**config.mk**
```make
export PLATFORM = sky130hd
export DESIGN_NAME = mem_port_arbiter
export DESIGN_NICKNAME = d
export VERILOG_FILES = /design/src/rtl/mem_port_arbiter.sv
export SDC_FILE = /design/constraint.sdc
export NUM_CORES = 1
export LEC_CHECK = 0
export ABC_AREA = 0
export CAP_MARGIN = 20
export CORE_MARGIN = 3
export CORE_UTILIZATION = 42
export CTS_BUF_LIST = sky130_fd_sc_hd__clkbuf_16
export DETAILED_ROUTE_END_ITERATION = 6
export GPL_ROUTABILITY_DRIVEN = 1
export GPL_TIMING_DRIVEN = 0
export PLACE_DENSITY_LB_ADDON = 0.05
export SLEW_MARGIN = 5
export SYNTH_ARGS = -nofsm -noshare
export SYNTH_HDL_FRONTEND = slang
export SYNTH_SLANG_ARGS = --single-unit
export TNS_END_PERCENT = 30
```
**constraint.sdc**
```tcl
create_clock -name clk -period 6.01 [get_ports clk]
set_input_delay 0.9015 -clock clk [delete_from_list [all_inputs] [get_ports clk]]
set_output_delay 0.9015 -clock clk [all_outputs]
set_load 0.02 [all_outputs]
```
**src/rtl/mem_port_arbiter.sv**
```systemverilog
// Arbiter for the shared instruction/data memory port: data-first priority with a
// streak limit that forces fetch through, request/ack sequencing and ack timeout.
module mem_port_arbiter #(
  parameter int unsigned MAX_DATA_STREAK = 4,
  parameter int unsigned TIMEOUT         = 255
) (
  input  logic        clk,
  input  logic        rst,
  input  logic        if_req,
  input  logic [31:0] if_addr,
  output logic [31:0] if_rdata,
  output logic        if_done,
  input  logic        dm_req,
  input  logic        dm_we,
  input  logic [31:0] dm_addr,
  input  logic [31:0] dm_wd,
  output logic [31:0] dm_rdata,
  output logic        dm_done,
  output logic        mem_req,
  output logic        mem_we,
  output logic [31:0] mem_addr,
  output logic [31:0] mem_wd,
  input  logic [31:0] mem_rdata,
  input  logic        mem_ack,
  output logic        stall_f,
  output logic        stall_m,
  output logic        owner,
  output logic        busy,
  output logic        err
);

  localparam int unsigned SW = $clog2(MAX_DATA_STREAK + 1);
  localparam int unsigned TW = (TIMEOUT > 0) ? $clog2(TIMEOUT + 1) : 1;
  localparam logic [SW-1:0] STREAK_MAX = SW'(MAX_DATA_STREAK);
  localparam logic [TW-1:0] TMO_LAST   = (TIMEOUT > 0) ? TW'(TIMEOUT - 1) : '0;

  typedef enum logic {S_IDLE, S_BUSY} state_t;

  state_t        state_q, state_d;
  logic          mem_req_q, mem_req_d;
  logic          mem_we_q, mem_we_d;
  logic [31:0]   mem_addr_q, mem_addr_d;
  logic [31:0]   mem_wd_q, mem_wd_d;
  logic [31:0]   if_rdata_q, if_rdata_d;
  logic [31:0]   dm_rdata_q, dm_rdata_d;
  logic          if_done_q, if_done_d;
  logic          dm_done_q, dm_done_d;
  logic          owner_q, owner_d;
  logic          busy_q, busy_d;
  logic          err_q, err_d;
  logic [SW-1:0] streak_q, streak_d;
  logic [TW-1:0] tmo_q, tmo_d;

  logic fetch_elig, data_elig, expire;

  // A requester's req is still high during its done cycle; mask it there.
  assign fetch_elig = if_req & ~if_done_q;
  assign data_elig  = dm_req & ~dm_done_q;
  assign expire     = (TIMEOUT != 0) && (tmo_q == TMO_LAST);

  always_comb begin
    state_d    = state_q;
    mem_req_d  = mem_req_q;
    mem_we_d   = mem_we_q;
    mem_addr_d = mem_addr_q;
    mem_wd_d   = mem_wd_q;
    if_rdata_d = if_rdata_q;
    dm_rdata_d = dm_rdata_q;
    if_done_d  = 1'b0;
    dm_done_d  = 1'b0;
    owner_d    = owner_q;
    busy_d     = busy_q;
    err_d      = err_q;
    streak_d   = streak_q;
    tmo_d      = tmo_q;

    unique case (state_q)
      S_IDLE: begin
        if (data_elig && !(fetch_elig && streak_q == STREAK_MAX)) begin
          state_d    = S_BUSY;
          mem_req_d  = 1'b1;
          busy_d     = 1'b1;
          owner_d    = 1'b1;
          mem_we_d   = dm_we;
          mem_addr_d = dm_addr;
          mem_wd_d   = dm_wd;
          tmo_d      = '0;
          // Fetch eligible here implies streak_q < STREAK_MAX, so no overflow.
          streak_d   = fetch_elig ? streak_q + SW'(1) : '0;
        end else if (fetch_elig) begin
          state_d    = S_BUSY;
          mem_req_d  = 1'b1;
          busy_d     = 1'b1;
          owner_d    = 1'b0;
          mem_we_d   = 1'b0;
          mem_addr_d = if_addr;
          mem_wd_d   = '0;
          tmo_d      = '0;
          streak_d   = '0;
        end
      end
      S_BUSY: begin
        if (mem_ack) begin
          state_d   = S_IDLE;
          mem_req_d = 1'b0;
          busy_d    = 1'b0;
          if (owner_q) begin
            dm_done_d = 1'b1;
            if (!mem_we_q) dm_rdata_d = mem_rdata;
          end else begin
            if_done_d = 1'b1;
            if (!mem_we_q) if_rdata_d = mem_rdata;
          end
        end else if (expire) begin
          state_d   = S_IDLE;
          mem_req_d = 1'b0;
          busy_d    = 1'b0;
          err_d     = 1'b1;
          tmo_d     = tmo_q + TW'(1);
          if (owner_q) begin
            dm_done_d  = 1'b1;
            dm_rdata_d = '0;
          end else begin
            if_done_d  = 1'b1;
            if_rdata_d = '0;
          end
        end else if (TIMEOUT != 0) begin
          tmo_d = tmo_q + TW'(1);
        end
      end
      default: state_d = S_IDLE;
    endcase
  end

  always_ff @(posedge clk or posedge rst) begin
    if (rst) begin
      state_q    <= S_IDLE;
      mem_req_q  <= 1'b0;
      mem_we_q   <= 1'b0;
      mem_addr_q <= '0;
      mem_wd_q   <= '0;
      if_rdata_q <= '0;
      dm_rdata_q <= '0;
      if_done_q  <= 1'b0;
      dm_done_q  <= 1'b0;
      owner_q    <= 1'b0;
      busy_q     <= 1'b0;
      err_q      <= 1'b0;
      streak_q   <= '0;
      tmo_q      <= '0;
    end else begin
      state_q    <= state_d;
      mem_req_q  <= mem_req_d;
      mem_we_q   <= mem_we_d;
      mem_addr_q <= mem_addr_d;
      mem_wd_q   <= mem_wd_d;
      if_rdata_q <= if_rdata_d;
      dm_rdata_q <= dm_rdata_d;
      if_done_q  <= if_done_d;
      dm_done_q  <= dm_done_d;
      owner_q    <= owner_d;
      busy_q     <= busy_d;
      err_q      <= err_d;
      streak_q   <= streak_d;
      tmo_q      <= tmo_d;
    end
  end

  assign mem_req  = mem_req_q;
  assign mem_we   = mem_we_q;
  assign mem_addr = mem_addr_q;
  assign mem_wd   = mem_wd_q;
  assign if_rdata = if_rdata_q;
  assign dm_rdata = dm_rdata_q;
  assign if_done  = if_done_q;
  assign dm_done  = dm_done_q;
  assign owner    = owner_q;
  assign busy     = busy_q;
  assign err      = err_q;
  assign stall_f  = if_req & ~if_done_q;
  assign stall_m  = dm_req & ~dm_done_q;

endmodule

```
; ---- Word-level counts from Yosys, hierarchy flattened
; Index checks and enable logic that the tools add are counted.
[word_totals]
latchBits = 0
ramBits = 0
regBits = 146
n_memories = 0
elab_cells = 80
romBits = 0
output_inout_bits = 137
[classes]
n_mul = 0
n_lt_le_gt_ge = 0
addsub = 2
n_bitwise = 7
reduce_logical = 11
eq_ne = 6
n_div = 0
shifts = 0
muxes = 41
[op_table]
columns = cell, n
row1 = 2-to-1 mux 32 bit, 13
row2 = 2-to-1 mux 8 bit, 3
row3 = 2-to-1 mux 1 bit, 19
row4 = case mux 8 bit (2 select lines), 1
row5 = 2-to-1 mux 3 bit, 3
row6 = "adder 8 x 1 -> 8 bit, second input constant", 1
row7 = "== test 8 bit, second input constant", 1
row8 = AND reduction 4 bit, 2
row9 = AND reduction 2 bit, 3
row10 = NOT 1 bit, 5
row11 = "inequality test 2 bit, second input constant", 2
row12 = case mux 1 bit (2 select lines), 2
row13 = nonzero test 2 bit, 2
row14 = "adder 3 x 1 -> 3 bit, second input constant", 1
row15 = "== test 3 bit, second input constant", 1
row16 = "inequality test 3 x 2 -> 1 bit, second input constant", 1
row17 = "inequality test 3 bit, second input constant", 1
row18 = AND reduction 3 bit, 1
row19 = bitwise AND 1 bit, 2
row20 = logical AND 1 bit, 2
row21 = zero test 1 bit, 1

; ---- Logic depth before layout (Yosys ltp)
; Gate-level depths: netlist of run 1.
[depth]
depth_word = 7
depth_mapped = 7

; ---- Least setup slack after synthesis of run 1
; Ideal clock, no wire load.
[synth_path]
kind = input-to-output
from = input if_req
to = output stall_f
arrival_ns = 1.232
stages = 3
path_slack_ns = 3.876
t_required_ns = 5.108
cell_sequence = nand2b_1 > clkbuf_2 > inv_1
[synth_via]
elab_chain_len = 1
[synth_lines]
columns = item, line
row1 = start: declaration, 9  ; input logic if_req,
row2 = bitwise AND 1 bit, 180  ; assign stall_f = if_req & ~if_done_q;
row3 = end: declaration, 25  ; output logic stall_f,
; Every way passes these cells.

; ---- Final worst setup path of run 1
; Ends and elaborated chain as after synthesis.

==> results of run 1 <==
worst max-delay path: stages:
cell and delay [ps]:
clkdlybuf4s50_1 480, nand2b_1 90, clkbuf_2 170, inv_1 70, clkdlybuf4s50_1 630
path summary, 6_finish.rpt:
check | end | slack (ps) | depth (start not counted)
worst min-delay path | err | 460 | 1
max in group asynchronous | dm_rdata[26] | 4270 | 3
worst max register to register | mem_addr[23] | 4090 | 6
min in group asynchronous | dm_rdata[1] | 940 | 2
worst min register to register | err | 460 | 1
worst max-delay path | stall_f | 2750 | 5
cell type report:
| cell class | count | area (µm²) |
|---|---|---|
| clock buffer | 17 | 425.4 |
| sequential | 146 | 3654 |
| inverter | 8 | 35.03 |
| tap | 176 | 220.2 |
| timing repair buffer | 271 | 2730 |
| clock inverter | 15 | 230.2 |
| fill | 1029 | 4013 |
| multi-input combinational | 385 | 2100 |
| buffer | 41 | 203.9 |
cell usage in the layout (no fill, tap or decap), drive strengths merged, types with 5 or more instances in the layout:
cell	Yosys	final
nand3	11	11
a22o	33	33
bufinv	0	5
clkdlybuf4s50	0	270
inv	8	11
a21oi	99	99
mux2i	32	32
nor2	69	69
buf	26	27
nand2	100	100
dfrtp	146	146
clkbuf	15	32
o21ai	9	9
registers in the layout, indices dropped and copies added (netlist names):
name,flops
dm_rdata,32
if_rdata,32
mem_addr,32
mem_wd,32
tmo_q,8
streak_q,3
busy,1
dm_done,1
err,1
if_done,1
mem_we,1
owner,1
state_q,1
logic make-up after synthesis:
logic type	after synthesis
and+or+nand+nor	197
AOI/OAI and AO/OA	152
DFF	146
buffers and inverters	49
muxes	32
adders and majority gates	4
cells in the mapped netlist (2+ instances only):
master,count,area share
a22o_1,33,0.048
clkbuf_1,14,0.0088
dfrtp_1,146,0.61
nor4_2,2,0.0042
buf_2,18,0.015
nand3_1,11,0.0092
a21oi_1,98,0.082
nor3_1,2,0.0017
buf_1,4,0.0025
nor2_1,69,0.043
ha_1,4,0.0084
buf_6,3,0.0056
o211ai_1,2,0.0025
or3_1,3,0.0031
o31ai_1,2,0.0025
o22ai_1,2,0.0021
mux2i_1,32,0.054
nand2_1,100,0.063
inv_2,2,0.0013
inv_1,6,0.0038
nand4_1,2,0.0021
a21o_1,4,0.0050
nand2b_1,3,0.0031
o21ai_0,8,0.0067
per-layer routing:
layer / vias up / part of all wire / track usage
li1: 2562 / - / -
met1: 2593 / 0.40 / 0.2793
met2: 231 / 0.49 / 0.3898
met3: 33 / 0.088 / 0.09126
met4: 0 / 0.025 / 0.09184
met5: - / 0 / 0
stage by stage:
stage	util	power [mW]	TNS [ps]
2_1_floorplan	-	3.004	0
3_3_place_gp	0.6546	4.212	-109490
3_5_place_dp	0.6570	4.281	0
4_1_cts	0.7052	5.473	0
5_1_grt	0.7052	5.750	0
6_report	0.7052	5.420	0
power breakdown:
group	total, mW	switching, mW	internal (mW)
clock network	1.17	0.426	0.741
registers	1.71	0.273	1.44
logic	2.54	1.34	1.20
==> qor.yml, run 1 <==
ys_warn_count: 0
row_count: 42
worstSetupStartpoint: "if_req"
synth-xor-area-share: 0
synth_top_family_by_area: "compound AO/OA/AOI/OAI gates"
max_slew_margin: 0.6085
gr-total-overflow: 0
hold_violations: 0
place_congestion: 0.7967
synth-simple-area-share: 0.1356
vias: 5419
die_w_um: 125.4
placed_cells: 1027
clock.fmax_mhz: 307.2
place_hpwl_mm: 13.56
drive_gt1_frac: 0.07135
powerDensity_nw_per_um2: 564.7
initial_core_util: 0.4399
grt_usage: 0.2359
irDropWorstVdd_v: 0.0002835
fin_crit_sh: 0.5417
cp_data_required_time_ps: 5110
antenna_found_initial: 0
synth_fp_nets: 718
avgSynthCellArea_um2: 10.32
drt-pass1-iter-count: 5
grt_max_degree: 83
portBuffers: 270
hp-start: "err"
clkLatencyLatePin_ps: 420
fin_ws_ps: 2755
rsz0062_at_grt: "no"
wl_mm: 18.24
crit_fanout: 6
cts_max_level: 4
yosysUniqueCellTypes: 34
postPlaceCellArea_um2: 8942
drt-initial-drc-count: 340
maxCapViolations: 0
ios: 271
finalSetupViolCount: 0
cts-root-buf: "clkbuf_16"
critical_path_class: "input port to output pin"
area_growth_pct: 60.31
start_kind: "input port"
worstMarginPinSlew_ps: 587.2
status: "completed"
clk_path_buf_depth: 2
endpoint_kind: "output pin"
post_cts_resized: 0
synthCells: 580
synth_edf_count: 0
min_period_ps: 3255
die-area_um2: 15720
final_cells: 1059
yosys_most_used_dff: "dfrtp_1"
num-nets-final: 1008
fp.coreArea_um2: 13610
skew_ps: 9.123
cts_setup_buffers: 0
cts_sinks: 146
hold_buffers: 0
yosysSeqAreaShare: 0.6102
clkTransAtPathRegs_ps: 60
cts_tree: "built"
wire_per_inst_um: 17.23
dp_slack_ps: 2750
grt_pass1_wl_mm: 29.55
synthArstFlopShare: 1.000
hold_ws_ps: 460.7
design_area_um2: 9598
die-height_um: 125.4
cts_buffers: 17
hp-class: "flop to flop"
worst-endpoint-arrival_ps: 2350
synth_seq_cells: 146
drtAntennaViolNets: 0
synth_mux_area_frac: 0.05350
r2r-start: "if_done"
drc: 0
drv_slew: 0
p_leak_nw: 4.367
synth_adder_area_share: 0.008359
grt_pass1_vias: 5668
via_per_inst: 5.117
synth.cell_area_um2: 5987
antenna_cells: 0
synth_compound_area_frac: 0.1532
(Power assumes the default switching activity.)
==> inputs of run 2 (changes only) <==
clock period = 3.3 ns   (was 6.01 ns; I/O delays follow)
==> qor.yml, run 2 (synthesis results as in run 1) <==
nFillCells: 1014
max_slew_margin: 0.5793
cts_buffers: 17
antenna_found_initial: 0
p_leak_nw: 4.375
cts-root-buf: "clkbuf_16"
hold_buffers: 0
antenna_cells: 0
wire_per_inst_um: 17.16
path_cells: "clkdlybuf4s50_1 > nand2b_1 > clkbuf_2 > inv_1 > clkdlybuf4s50_1"
skew_ps: 8.061
clkTransAtPathRegs_ps: 60
cp_slowest_cell: "clkdlybuf4s50_1"
ios: 271
hold_ws_ps: 453.1
die-area_um2: 15720
fp.coreArea_um2: 13610
worst_path_most_repeated_cell: "clkdlybuf4s50_1"
worst-endpoint-arrival_ps: 1940
drt-pass1-iter-count: 4
hold_violations: 0
critPathMaxStageDelay_ps: 660
finalPower_mw: 9.819
place_hpwl_mm: 13.87
irDropWorstVdd_v: 0.0005336
cts_max_level: 4
cp_top_family: "buffers and inverters"
row_count: 42
drv_slew: 0
die-height_um: 125.4
critical_path_class: "input port to output pin"
grt_pass1_wl_mm: 28.85
min_period_ps: 2432
maxCapViolations: 0
grt_pass1_vias: 5602
cts_setup_buffers: 0
hp-class: "flop to flop"
final_common_cell: "clkdlybuf4s50_1"
die_w_um: 125.4
cts_tree: "built"
powerDensity_nw_per_um2: 1019
drtAntennaViolNets: 0
clk_path_buf_depth: 2
wl_mm: 18.22
rsz0062_at_grt: "no"
cts_sinks: 146
worstMarginPinSlew_ps: 629.8
drt-initial-drc-count: 225
fin_util: 0.7079
num-nets-final: 1011
finalSetupViolCount: 0
via_per_inst: 5.089
gr-total-overflow: 0
clock.fmax_mhz: 411.1
portBuffers: 270
initial_core_util: 0.4399
fin_crit_sh: 0.7371
drive_gt1_frac: 0.07336
clkLatencyLatePin_ps: 410
grt_max_degree: 32
cp_data_required_time_ps: 2800
start_kind: "input port"
post_cts_resized: 0
worst-path-buf-inv: 4
vias: 5404
drc: 0
dp_slack_ps: 856.6
endpoint_kind: "output pin"
area_growth_pct: 60.92
grt_usage: 0.2329
fin_ws_ps: 867.6
layout.cells.most_common_list: "clkdlybuf4s50_1, dfrtp_1, nand2_1"
place_congestion: 0.7917
status: "completed"
postPlaceCellArea_um2: 8994
crit_fanout: 6
design_area_um2: 9634
run 2: cell count changes in the layout (fill, tap and decap cells not counted):
| cell | previous run | this run |
|---|---|---|
| inv_6 | 4 | 0 |
| buf_12 | 0 | 4 |
| clkinv_1 | 0 | 1 |
| clkinv_2 | 1 | 3 |
| clkinv_4 | 3 | 1 |
| buf_16 | 1 | 0 |
| clkinvlp_4 | 3 | 6 |
run 2: worst reg2reg max path, delay by kind of cell (launching register included):
family	cells	cell delay, ps
AO/OA/AOI/OAI	2	530
buffers and inverters	2	620
flip-flops	1	370
AND/OR/NAND/NOR	2	270
run 2: stage by stage:
step                      TNS (ps)  instances
final                            0       1062
after global routing             0       1062
after detailed placement         0       1030
after floorplan                  0        580
after global placement      -34320       1026
after CTS                        0       1062
run 2: path summary, 6_finish.rpt:
kind	startpoint	depth (start not counted)	slack (ps)	endpoint
max	if_req	5	870	stall_f
min	err	1	450	err
max reg2reg	if_done	6	1440	mem_addr[14]
min reg2reg	err	1	450	err
max in group asynchronous	rst	5	1790	if_rdata[18]
min in group asynchronous	rst	2	510	mem_wd[2]
run 2: report_power, final:
group / internal, mW / leakage, nW / total, mW / switching [mW]
registers: 2.62 / 1.79 / 3.12 / 0.499
logic: 2.19 / 2.29 / 4.63 / 2.44
clock network: 1.33 / 0.298 / 2.07 / 0.733
run 2: metal layers:
layer	GRT usage	part of all wire
met5	0	0
met3	0.09552	0.096
met4	0.08355	0.017
met1	0.2679	0.38
met2	0.3932	0.51
run 2: final cells by class:
type                            count  area [µm²]  area share
Sequential cell                   146        3654      0.3792
Tap cell                          176       220.2     0.02286
Clock buffer                       17       425.4     0.04416
Timing Repair Buffer              274        2783      0.2888
Clock inverter                     15       215.2     0.02234
Inverter                            8       33.78    0.003506
Buffer                             41       203.9     0.02117
Multi-Input combinational cell    385        2100      0.2179
